$ cat src/rtl/fifo_ptr_ctrl.sv
// Pointer, occupancy and byte-offset bookkeeping for the DMA longword FIFO
// between the SCSI byte side and the CPU bus state machine.
module fifo_ptr_ctrl #(
    parameter int DEPTH_LOG2 = 3
) (
    input  logic                  clk_i,
    input  logic                  rst_i,
    input  logic                  clrfifo_i,
    input  logic                  loadbo_i,
    input  logic                  a1_i,
    input  logic                  incbo_i,
    input  logic                  incfifo_i,
    input  logic                  decfifo_i,
    input  logic                  incni_i,
    input  logic                  incno_i,
    output logic [DEPTH_LOG2-1:0] wptr_o,
    output logic [DEPTH_LOG2-1:0] rptr_o,
    output logic [1:0]            bo_o,
    output logic [DEPTH_LOG2:0]   wcount_o,
    output logic                  fifofull_o,
    output logic                  fifoempty_o,
    output logic                  boeq0_o,
    output logic                  boeq3_o,
    output logic                  fifoerr_o
);

    localparam logic [DEPTH_LOG2:0]   FULL_CNT = {1'b1, {DEPTH_LOG2{1'b0}}};
    localparam logic [DEPTH_LOG2:0]   CNT_ONE  = (DEPTH_LOG2+1)'(1);
    localparam logic [DEPTH_LOG2-1:0] PTR_ONE  = DEPTH_LOG2'(1);

    typedef enum logic [1:0] {
        OCC_EMPTY   = 2'd0,
        OCC_PARTIAL = 2'd1,
        OCC_FULL    = 2'd2
    } occ_t;

    logic [DEPTH_LOG2:0]   wcount_q, wcount_d;
    logic [DEPTH_LOG2-1:0] wptr_q, wptr_d;
    logic [DEPTH_LOG2-1:0] rptr_q, rptr_d;
    logic [1:0]            bo_q, bo_d;
    logic                  err_q, err_d;
    occ_t                  occ_q, occ_d;

    logic inc_only;
    logic dec_only;

    assign inc_only = incfifo_i & ~decfifo_i;
    assign dec_only = decfifo_i & ~incfifo_i;

    always_comb begin
        wcount_d = wcount_q;
        wptr_d   = wptr_q;
        rptr_d   = rptr_q;
        bo_d     = bo_q;
        err_d    = err_q;
        occ_d    = occ_q;

        if (clrfifo_i) begin
            wcount_d = '0;
            wptr_d   = '0;
            rptr_d   = '0;
            bo_d     = '0;
            err_d    = 1'b0;
            occ_d    = OCC_EMPTY;
        end else begin
            // Over/underflow holds the count and latches the error instead.
            if (inc_only) begin
                if (occ_q == OCC_FULL) begin
                    err_d = 1'b1;
                end else begin
                    wcount_d = wcount_q + CNT_ONE;
                end
            end else if (dec_only) begin
                if (occ_q == OCC_EMPTY) begin
                    err_d = 1'b1;
                end else begin
                    wcount_d = wcount_q - CNT_ONE;
                end
            end

            if (incni_i) begin
                wptr_d = wptr_q + PTR_ONE;
            end
            if (incno_i) begin
                rptr_d = rptr_q + PTR_ONE;
            end

            if (loadbo_i) begin
                bo_d = {a1_i, 1'b0};
            end else if (incbo_i) begin
                bo_d = bo_q + 2'd1;
            end

            case (occ_q)
                OCC_EMPTY: begin
                    if (inc_only) begin
                        occ_d = (wcount_d == FULL_CNT) ? OCC_FULL : OCC_PARTIAL;
                    end
                end
                OCC_PARTIAL: begin
                    if (inc_only && wcount_d == FULL_CNT) begin
                        occ_d = OCC_FULL;
                    end else if (dec_only && wcount_d == '0) begin
                        occ_d = OCC_EMPTY;
                    end
                end
                OCC_FULL: begin
                    if (dec_only) begin
                        occ_d = (wcount_d == '0) ? OCC_EMPTY : OCC_PARTIAL;
                    end
                end
                default: begin
                    occ_d = OCC_EMPTY;
                end
            endcase
        end
    end

    always_ff @(posedge clk_i or posedge rst_i) begin
        if (rst_i) begin
            wcount_q <= '0;
            wptr_q   <= '0;
            rptr_q   <= '0;
            bo_q     <= '0;
            err_q    <= 1'b0;
            occ_q    <= OCC_EMPTY;
        end else begin
            wcount_q <= wcount_d;
            wptr_q   <= wptr_d;
            rptr_q   <= rptr_d;
            bo_q     <= bo_d;
            err_q    <= err_d;
            occ_q    <= occ_d;
        end
    end

    assign wptr_o      = wptr_q;
    assign rptr_o      = rptr_q;
    assign bo_o        = bo_q;
    assign wcount_o    = wcount_q;
    assign fifofull_o  = (occ_q == OCC_FULL);
    assign fifoempty_o = (occ_q == OCC_EMPTY);
    assign boeq0_o     = (bo_q == 2'd0);
    assign boeq3_o     = (bo_q == 2'd3);
    assign fifoerr_o   = err_q;

endmodule

$ cat config.mk
export PLATFORM = sky130hd
export DESIGN_NAME = fifo_ptr_ctrl
export DESIGN_NICKNAME = d
export VERILOG_FILES = /design/src/rtl/fifo_ptr_ctrl.sv
export SDC_FILE = /design/constraint.sdc
export NUM_CORES = 1
export LEC_CHECK = 0
export BUFFER_PORTS_ARGS = -buffer_cell sky130_fd_sc_hd__buf_2
export CORE_MARGIN = 2
export CORE_UTILIZATION = 51
export DETAILED_ROUTE_END_ITERATION = 8
export GPL_TIMING_DRIVEN = 0
export PLACE_DENSITY_LB_ADDON = 0.2
export SYNTH_ARGS = -nofsm -noshare
export SYNTH_HDL_FRONTEND = slang
export SYNTH_SLANG_ARGS = --single-unit
$ cat constraint.sdc
create_clock -name clk_i -period 2.91 [get_ports clk_i]
set_clock_uncertainty 0.15 [all_clocks]
set_input_delay 0.291 -clock clk_i [delete_from_list [all_inputs] [get_ports clk_i]]
set_output_delay 0.291 -clock clk_i [all_outputs]
set_load 0.03 [all_outputs]
# After elaboration in Yosys (flattened, before gate mapping)
# Index checks and enable logic that the tools add are counted.
# classes
n_addsub	5
n_eq_ne	8
muxes	26
bitwise	4
n_reduce_logical	12
# ops
cell	count
$mux 4	6
$mux 2	9
$mux 3	4
$reduce_bool 3->1	3
$add 3x1->3 const B	2
$mux 1	6
$ne 3x2->1 const B	2
$pmux 2 s3	1
$reduce_and 3->1	2
$add 4x1->4 const B	1
$eq 2x2->1 const B	2
$eq 4x4->1 const B	1
$logic_not 2->1	2
$logic_not 4->1	1
$ne 4x4->1 const B	1
$reduce_bool 2->1	2
$sub 4x1->4 const B	1
$ne 3x3->1 const B	1
$add 2x1->2 const B	1
$and 1x1->1	2
$eq 2x1->1 const B	1
$logic_and 1x1->1	2
$not 1->1	2
# word_totals
regBits	15
inputBits	10
out_inout_bits	17
word_cells	61

# Longest topological paths before layout
# Gate-level depths: netlist of run 1.
# logic_depth
depth_word	11
mapped_depth	7
depth_no_buf	7

# Least setup slack after synthesis of run 1
# No wires, ideal clock.
# synth_path
path_kind	reg2reg
from	register wcount_q[0], in the netlist wcount_o[0]
to	register occ_q[0]
setup_time_ns	0.129
arrival_time_ns	2.000
required_time_ns	2.631
slack_ns	0.631
stages_incl_launch_ff	7
path_buffers	0
synth_period_minus_slack_ns	2.279
cell_sequence	dfrtp_1 > inv_1 > ha_1 > o311a_1 > o211ai_1 > o211ai_1 > o41a_1
# synth_via
elab_chain_cells	10
elab_cells_between_ends	20
classes_between	add/sub (2); eq/ne (2); mux (12); reduce/logical (4)
# synth_rtl
element	line_no	text
start, declared	37	logic [DEPTH_LOG2:0] wcount_q, wcount_d;
start signal, assigned	128	wcount_q <= wcount_d;
$sub 4x1->4	77	wcount_d = wcount_q - CNT_ONE;
$mux 4	74	if (occ_q == OCC_EMPTY) begin
$mux 4	73	end else if (dec_only) begin
$mux 4 (*)	67	if (inc_only) begin
$mux 4 (*)	58	if (clrfifo_i) begin
$eq 4x4->1 / $logic_not 4->1 (equally long branches)	n/a	
$mux 2, or another cell as far along	97	occ_d = (wcount_d == FULL_CNT) ? OCC_FULL : OCC_PARTIAL;
$mux 2, on equally long branches	96, 101, 108	
$pmux 2 s3	94	case (occ_q)
$mux 2	58	
end signal, assigned	126	occ_q <= OCC_EMPTY;
end signal, assigned	133	occ_q <= occ_d;
end, declared	42	occ_t occ_q, occ_d;
# Every way passes the cells marked *; elsewhere a longest branch is shown, timed or not. The select of a mux whose other input is x is not followed.
# A chain may end at the register's enable or synchronous reset.

# Final worst setup path of run 1
# layout_path
from	register wcount_q[1], in the netlist wcount_o[1]
to	register occ_q[0]
# Same word-level chain as after synthesis.

==> impl_metrics.yaml, run 1 <==
logic_synthesis:
  synthTopCellsByArea: "dfrtp_1, ha_1, nor2_1"
  yosys.area.top_type: "dfrtp_1"
  synth-seq-area-share: 0.385
  syn_avg_cell_area_um2: 9.29
  synth_top_area_share: 0.385
  syn-instance-count: 105
  netlist_area_um2: 976
  synth_fp_nets: 121
  synth-seq-cells: 15
  ys_types: 37
  yosysWarnings: 0
power:
  ir_worst_vdd_uv: 380
  leakage_nw: 0.610
  power_frac_clock: 0.230
  swShare: 0.344
  power_density_nw_per_um2: 425
  pwr-share-seq: 0.478
  switchingPower_uw: 172
  intPower_uw: 328
  combPwrFrac: 0.292
global_route:
  grt_max_degree: 16
  grt_pass1_wl_um: 3280
  grt_usage: 0.206
  antenna_found_initial: 0
  overflow: 0
  grt_pass1_vias: 805
worst_setup_path:
  critPathMaxFanout: 9
  crit_type: "reg -> reg"
  cp_common_cell: "o211ai_1"
  end_kind: "flop"
  path_buf_inv: 1
  reg2reg_setup_slack_ns: 0.62
  worstPathRequired_ns: 2.92
  start_kind: "flop"
  cp_top_family: "compound AO/OA/AOI/OAI gates"
  crit_arrival_ns: 2.30
  cp_slowest_stage_delay_ns: 0.50
  path_cells: "inv_1, ha_1, o311a_1, o211ai_1, o211ai_1, o41a_1"
  cp_slowest_cell: "dfrtp_1"
finish:
  antenna_cells: 0
  nNetsFinal: 153
  final_area_um2: 1170
  regArea_um2: 375
  final_cell_mix: "buf_2, dfrtp_1, nor2_1"
  layout_commonest_cell: "buf_2"
  synthToLayoutAreaGrowth_pct: 20.4
  drive_gt1_frac: 0.301
  multi_input_area_um2: 541
  final.fill_count: 178
placement:
  gp_congestion: 0.866
  port_buffers: 26
  dpl_cell_area_um2: 1140
  hpwl_um: 1620
clock_network:
  cts_buffer_depth: 2
  cts_tree: "built"
  clock_sinks: 15
  cts_buffers: 3
  ctsResizeCount: 0
  htree_levels: 1
  clock_latency_ns: 0.27
  cts_root_buf: "clkbuf_4"
  path_clk_slew_ns: 0.09
route:
  post_drt_wl_per_cell_um: 12.7
  vias_per_cell: 5.25
  vias: 845
  wirelength_um: 2040
  antenna_left: 0
  drc: 0
  drtIter0Drc: 19
  dr.pass1.iters: 4
sta:
  finalCriticalPeriod_ns: 2.29
  final.period_utilization: 0.786
  finalHoldViolations: 0
  fmax_mhz: 437
  fin_hold_ws_ns: 0.0460
  rsz0062_at_grt: "no"
  slew_violations: 0
  setup_violations: 0
  relSlewSlack: 0.631
  worstMarginPinSlew_ns: 0.553
  setup_tns_ns: 0
floorplan:
  coreArea_um2: 1760
  rows: 15
  die_h_um: 47.7
  die_area_um2: 2280
  io_pins: 27
  die_x_um: 47.7
  initial_core_util: 0.553
job:
  cap_viol_max_count: 0
run_status:
  status: "finished clean"
hold_path:
  worstHoldPathType: "in -> reg"
-- Yosys cell counts --
master,instances
and3b_1,2
or3_2,1
a31oi_1,1
inv_2,2
o41a_1,1
nor3b_1,2
nand2_1,3
mux2i_1,3
nand2b_1,3
nand3_1,3
a2111oi_2,1
nor2_1,12
or4_4,1
inv_1,9
o41ai_1,1
clkbuf_1,1
nor3_1,4
or3_1,1
ha_1,6
nor2_2,1
buf_2,3
nor3_4,1
xnor2_1,5
and3_1,1
xor2_1,3
nor2b_1,3
o21ai_0,3
o22ai_1,1
o211ai_1,2
o21bai_1,1
a21oi_1,4
a21o_1,1
nand3b_1,1
o311a_1,1
a311oi_1,1
dfrtp_1,15
mux2_2,1
-- metal layers --
metal  routed length (um)  share of wire  track usage  vias to the layer above
met5                    0              0            0                        -
met3                  108          0.053       0.0340                        2
met4                    9         0.0044       0.0649                        0
li1                     -              -            -                      422
met1                  855           0.42        0.254                      395
met2                 1070           0.52        0.365                       26
-- per-stage QoR --
stage	worst slack, ns	power (mW)	std cells	utilization
2_1_floorplan	0.631	0.347	105	-
3_3_place_gp	0.637	0.383	156	0.645
3_5_place_dp	0.631	0.389	156	0.645
4_1_cts	0.608	0.505	161	0.666
5_1_grt	0.481	0.533	161	0.666
6_report	0.623	0.500	161	0.666
-- worst register-to-register path: cells and delay by family, from the launching register on --
kind | cells | cell delay (ns)
buffers and inverters | 1 | 0.08
adders and majority gates | 1 | 0.32
AOI/OAI and AO/OA | 4 | 1.11
DFF | 1 | 0.50
-- power by group through the flow --
| stage | clock, mW | sequential [mW] | combinational [mW] |
|---|---|---|---|
| floorplan | 0 | 0.265 | 0.0817 |
| global placement | 0 | 0.242 | 0.141 |
| finish | 0.115 | 0.239 | 0.146 |
| global route | 0.129 | 0.241 | 0.162 |
| CTS | 0.119 | 0.239 | 0.148 |
| detailed placement | 0 | 0.243 | 0.146 |
-- state kept, by name, summed over array words and instances (netlist names) --
register   count
fifoerr_o      1
wptr_o         3
rptr_o         3
bo_o           2
occ_q          2
wcount_o       4
-- cells by family (layout without fill, tap and decap cells) --
logic type	after synthesis	count (layout)	synth area share
compound gates	18	18	0.135
xor+xnor	8	8	0.0718
fa+ha+maj	6	6	0.0769
buf+inv	15	46	0.0615
flops	15	15	0.385
mux	4	4	0.0423
simple gates	39	39	0.228
-- final cells by class --
cell class | count | share of cell area
multi-input combinational | 75 | 0.460
buffer | 4 | 0.0160
tap | 25 | 0.0266
inverter | 11 | 0.0351
timing repair buffer | 27 | 0.119
clock buffer | 3 | 0.0192
clock inverter | 1 | 0.00426
sequential | 15 | 0.319
-- path summary, 6_finish.rpt --
check                       startpoint        end  cells after the start
hold reg to reg              fifoerr_o  fifoerr_o                      2
setup reg to reg           wcount_o[1]   occ_q[0]                      6
hold / removal                loadbo_i    bo_o[0]                      2
setup / recovery           wcount_o[1]   occ_q[0]                      6
max in group asynchronous        rst_i   occ_q[0]                      3
min in group asynchronous        rst_i    bo_o[1]                      3
-- what timing repair did --
item	CTS	global route
hold endpoints to repair	15	0
buffers inserted	0	0
hold buffers	1	0
Power figures use the tool's default switching activity.
==> run 2: changes to the inputs <==
ABC_AREA = 1   (was default)
CORE_UTILIZATION = 46   (was 51)
clock period = 2.04 ns   (was 2.91 ns; I/O delays follow)
==> impl_metrics.yaml, run 2 <==
run_status:
  status: "finished clean"
logic_synthesis:
  synthTopCellsByArea: "dfrtp_1, nand2_1, nand3_1"
  syn_avg_cell_area_um2: 7.16
  synth-seq-cells: 15
  synth_top_area_share: 0.389
  yosys.area.top_type: "dfrtp_1"
  ys.flop_type: "dfrtp_1"
  synth_common_cells: "nand2_1, nand3_1, dfrtp_1"
  yosysWarnings: 0
  synth_fp_nets: 151
  synth_most_common_cell: "nand2_1"
  async_flop_share: 1.00
  synth-edff-count: 0
  netlist_area_um2: 966
  syn-instance-count: 135
  ys_types: 19
  synth-seq-area-share: 0.389
worst_setup_path:
  reg2reg_setup_slack_ns: 0.18
  end_kind: "flop"
  start_kind: "flop"
  critPathMaxFanout: 6
  crit_arrival_ns: 1.88
  worstPathRequired_ns: 2.05
  crit_type: "reg -> reg"
clock_network:
  clock_sinks: 15
  clock_latency_ns: 0.27
  cts_buffer_depth: 2
  cts_tree: "built"
  cts_buffers: 3
  path_clk_slew_ns: 0.08
  htree_levels: 1
  cts_root_buf: "clkbuf_4"
global_route:
  grt_pass1_vias: 908
  grt_max_degree: 16
  grt_usage: 0.185
  grt_pass1_wl_um: 3620
  antenna_found_initial: 0
  overflow: 0
sta:
  slew_violations: 0
  rsz0062_at_grt: "no"
  worstMarginPinSlew_ns: 0.559
  finalHoldViolations: 0
  setup_slack_ns: 0.175
  setup_violations: 0
  relSlewSlack: 0.627
  fmax_mhz: 536
  setup_tns_ns: 0
  fin_hold_ws_ns: 0.00615
  final.period_utilization: 0.914
  finalCriticalPeriod_ns: 1.86
floorplan:
  initial_core_util: 0.492
  io_pins: 27
  die_x_um: 49.8
  die_area_um2: 2480
  rows: 16
  die_h_um: 49.8
  coreArea_um2: 1960
route:
  wirelength_um: 2040
  antenna_left: 0
  drtIter0Drc: 16
  post_drt_wl_per_cell_um: 10.5
  vias_per_cell: 5.08
  vias: 986
  drc: 0
  dr.pass1.iters: 4
placement:
  port_buffers: 25
  gp_congestion: 0.895
  dpl_cell_area_um2: 1120
  dpl.cell_count: 187
  dp_slack_ns: 0.149
  hpwl_um: 1590
finish:
  nNetsFinal: 184
  finalNonFillerCells: 194
  layout_commonest_cell: "nand2_1"
  largest_register_ffs: 4
  antenna_cells: 0
  final_area_um2: 1180
  final.fill_count: 193
  drive_gt1_frac: 0.246
  final_util: 0.601
  final_cell_mix: "nand2_1, buf_2, nand3_1"
  synthToLayoutAreaGrowth_pct: 22.0
power:
  ir_worst_vdd_uv: 534
  total_power_uw: 978
  leakage_nw: 0.665
  power_density_nw_per_um2: 829
hold_path:
  worstHoldPathType: "in -> reg"
job:
  cap_viol_max_count: 0
## run 2: changes by cell type after synthesis, moves of 3 or more
cell and change:
buf_2 -3, inv_1 +5, inv_2 +5, mux2i_1 -3, nand2_1 +28, nand2b_1 -3, nand3_1 +18, nand4_1 +3
nor2b_1 -3, xor2_1 -3
## run 2: repair_timing
item	in CTS	in global routing
endpoints found under the hold margin	16	0
gates resized for setup	0	1
endpoints found under the setup margin	0	2
buffers inserted	0	1
hold buffers	2	0
## run 2: kinds of logic (layout without fill, tap and decap cells)
logic type | count (synthesis) | count (layout) | synth area share
adder cells (fa/ha/maj) | 6 | 6 | 0.0777
XOR/XNOR | 3 | 3 | 0.0272
AO/OA/AOI/OAI | 14 | 14 | 0.0790
buffers and inverters | 24 | 56 | 0.0972
flip-flops | 15 | 15 | 0.389
AND/OR/NAND/NOR | 73 | 73 | 0.330
## run 2: critical path: stages, from the launching register on
cell and delay [ns]:
dfrtp_1 0.46, inv_2 0.09, ha_1 0.30, nand3_1 0.07, nand3_1 0.12, nand2_1 0.07, nor2_2 0.13, nand3_1 0.11
nand2_1 0.08, nand2_1 0.05, nand2_1 0.05, o21ai_1 0.06
## run 2: where the power goes
group | switching, mW | internal, mW | total (mW)
combinational | 0.299 | 0.140 | 0.439
clock | 0.0857 | 0.0757 | 0.161
sequential | 0.0415 | 0.336 | 0.377
## run 2: final timing paths
kind / startpoint / depth (start not counted) / to
setup / recovery: wcount_o[0] / 11 / occ_q[0]
min in group asynchronous: rst_i / 3 / bo_o[1]
setup reg to reg: wcount_o[0] / 11 / occ_q[0]
hold reg to reg: wptr_o[2] / 2 / wptr_o[2]
hold / removal: incni_i / 2 / wptr_o[1]
max in group asynchronous: rst_i / 3 / fifoerr_o
## run 2: cell type report
type | instances | area [um^2] | share of cell area
plain buffers | 2 | 11.3 | 0.00955
clock buffers | 4 | 26.3 | 0.0223
inverters | 22 | 82.6 | 0.0701
multi-input cells | 96 | 497 | 0.421
flip-flops and latches | 15 | 375 | 0.318
well taps | 27 | 33.8 | 0.0287
repair buffers | 28 | 153 | 0.130
## run 2: layer usage
layer  GRT usage  vias to the layer above  wire length [um]
li1            -                      502                 -
met1       0.223                      449               913
met2       0.336                       29              1010
met3      0.0182                        6                77
met4      0.0741                        0                42
met5           0                        -                 0
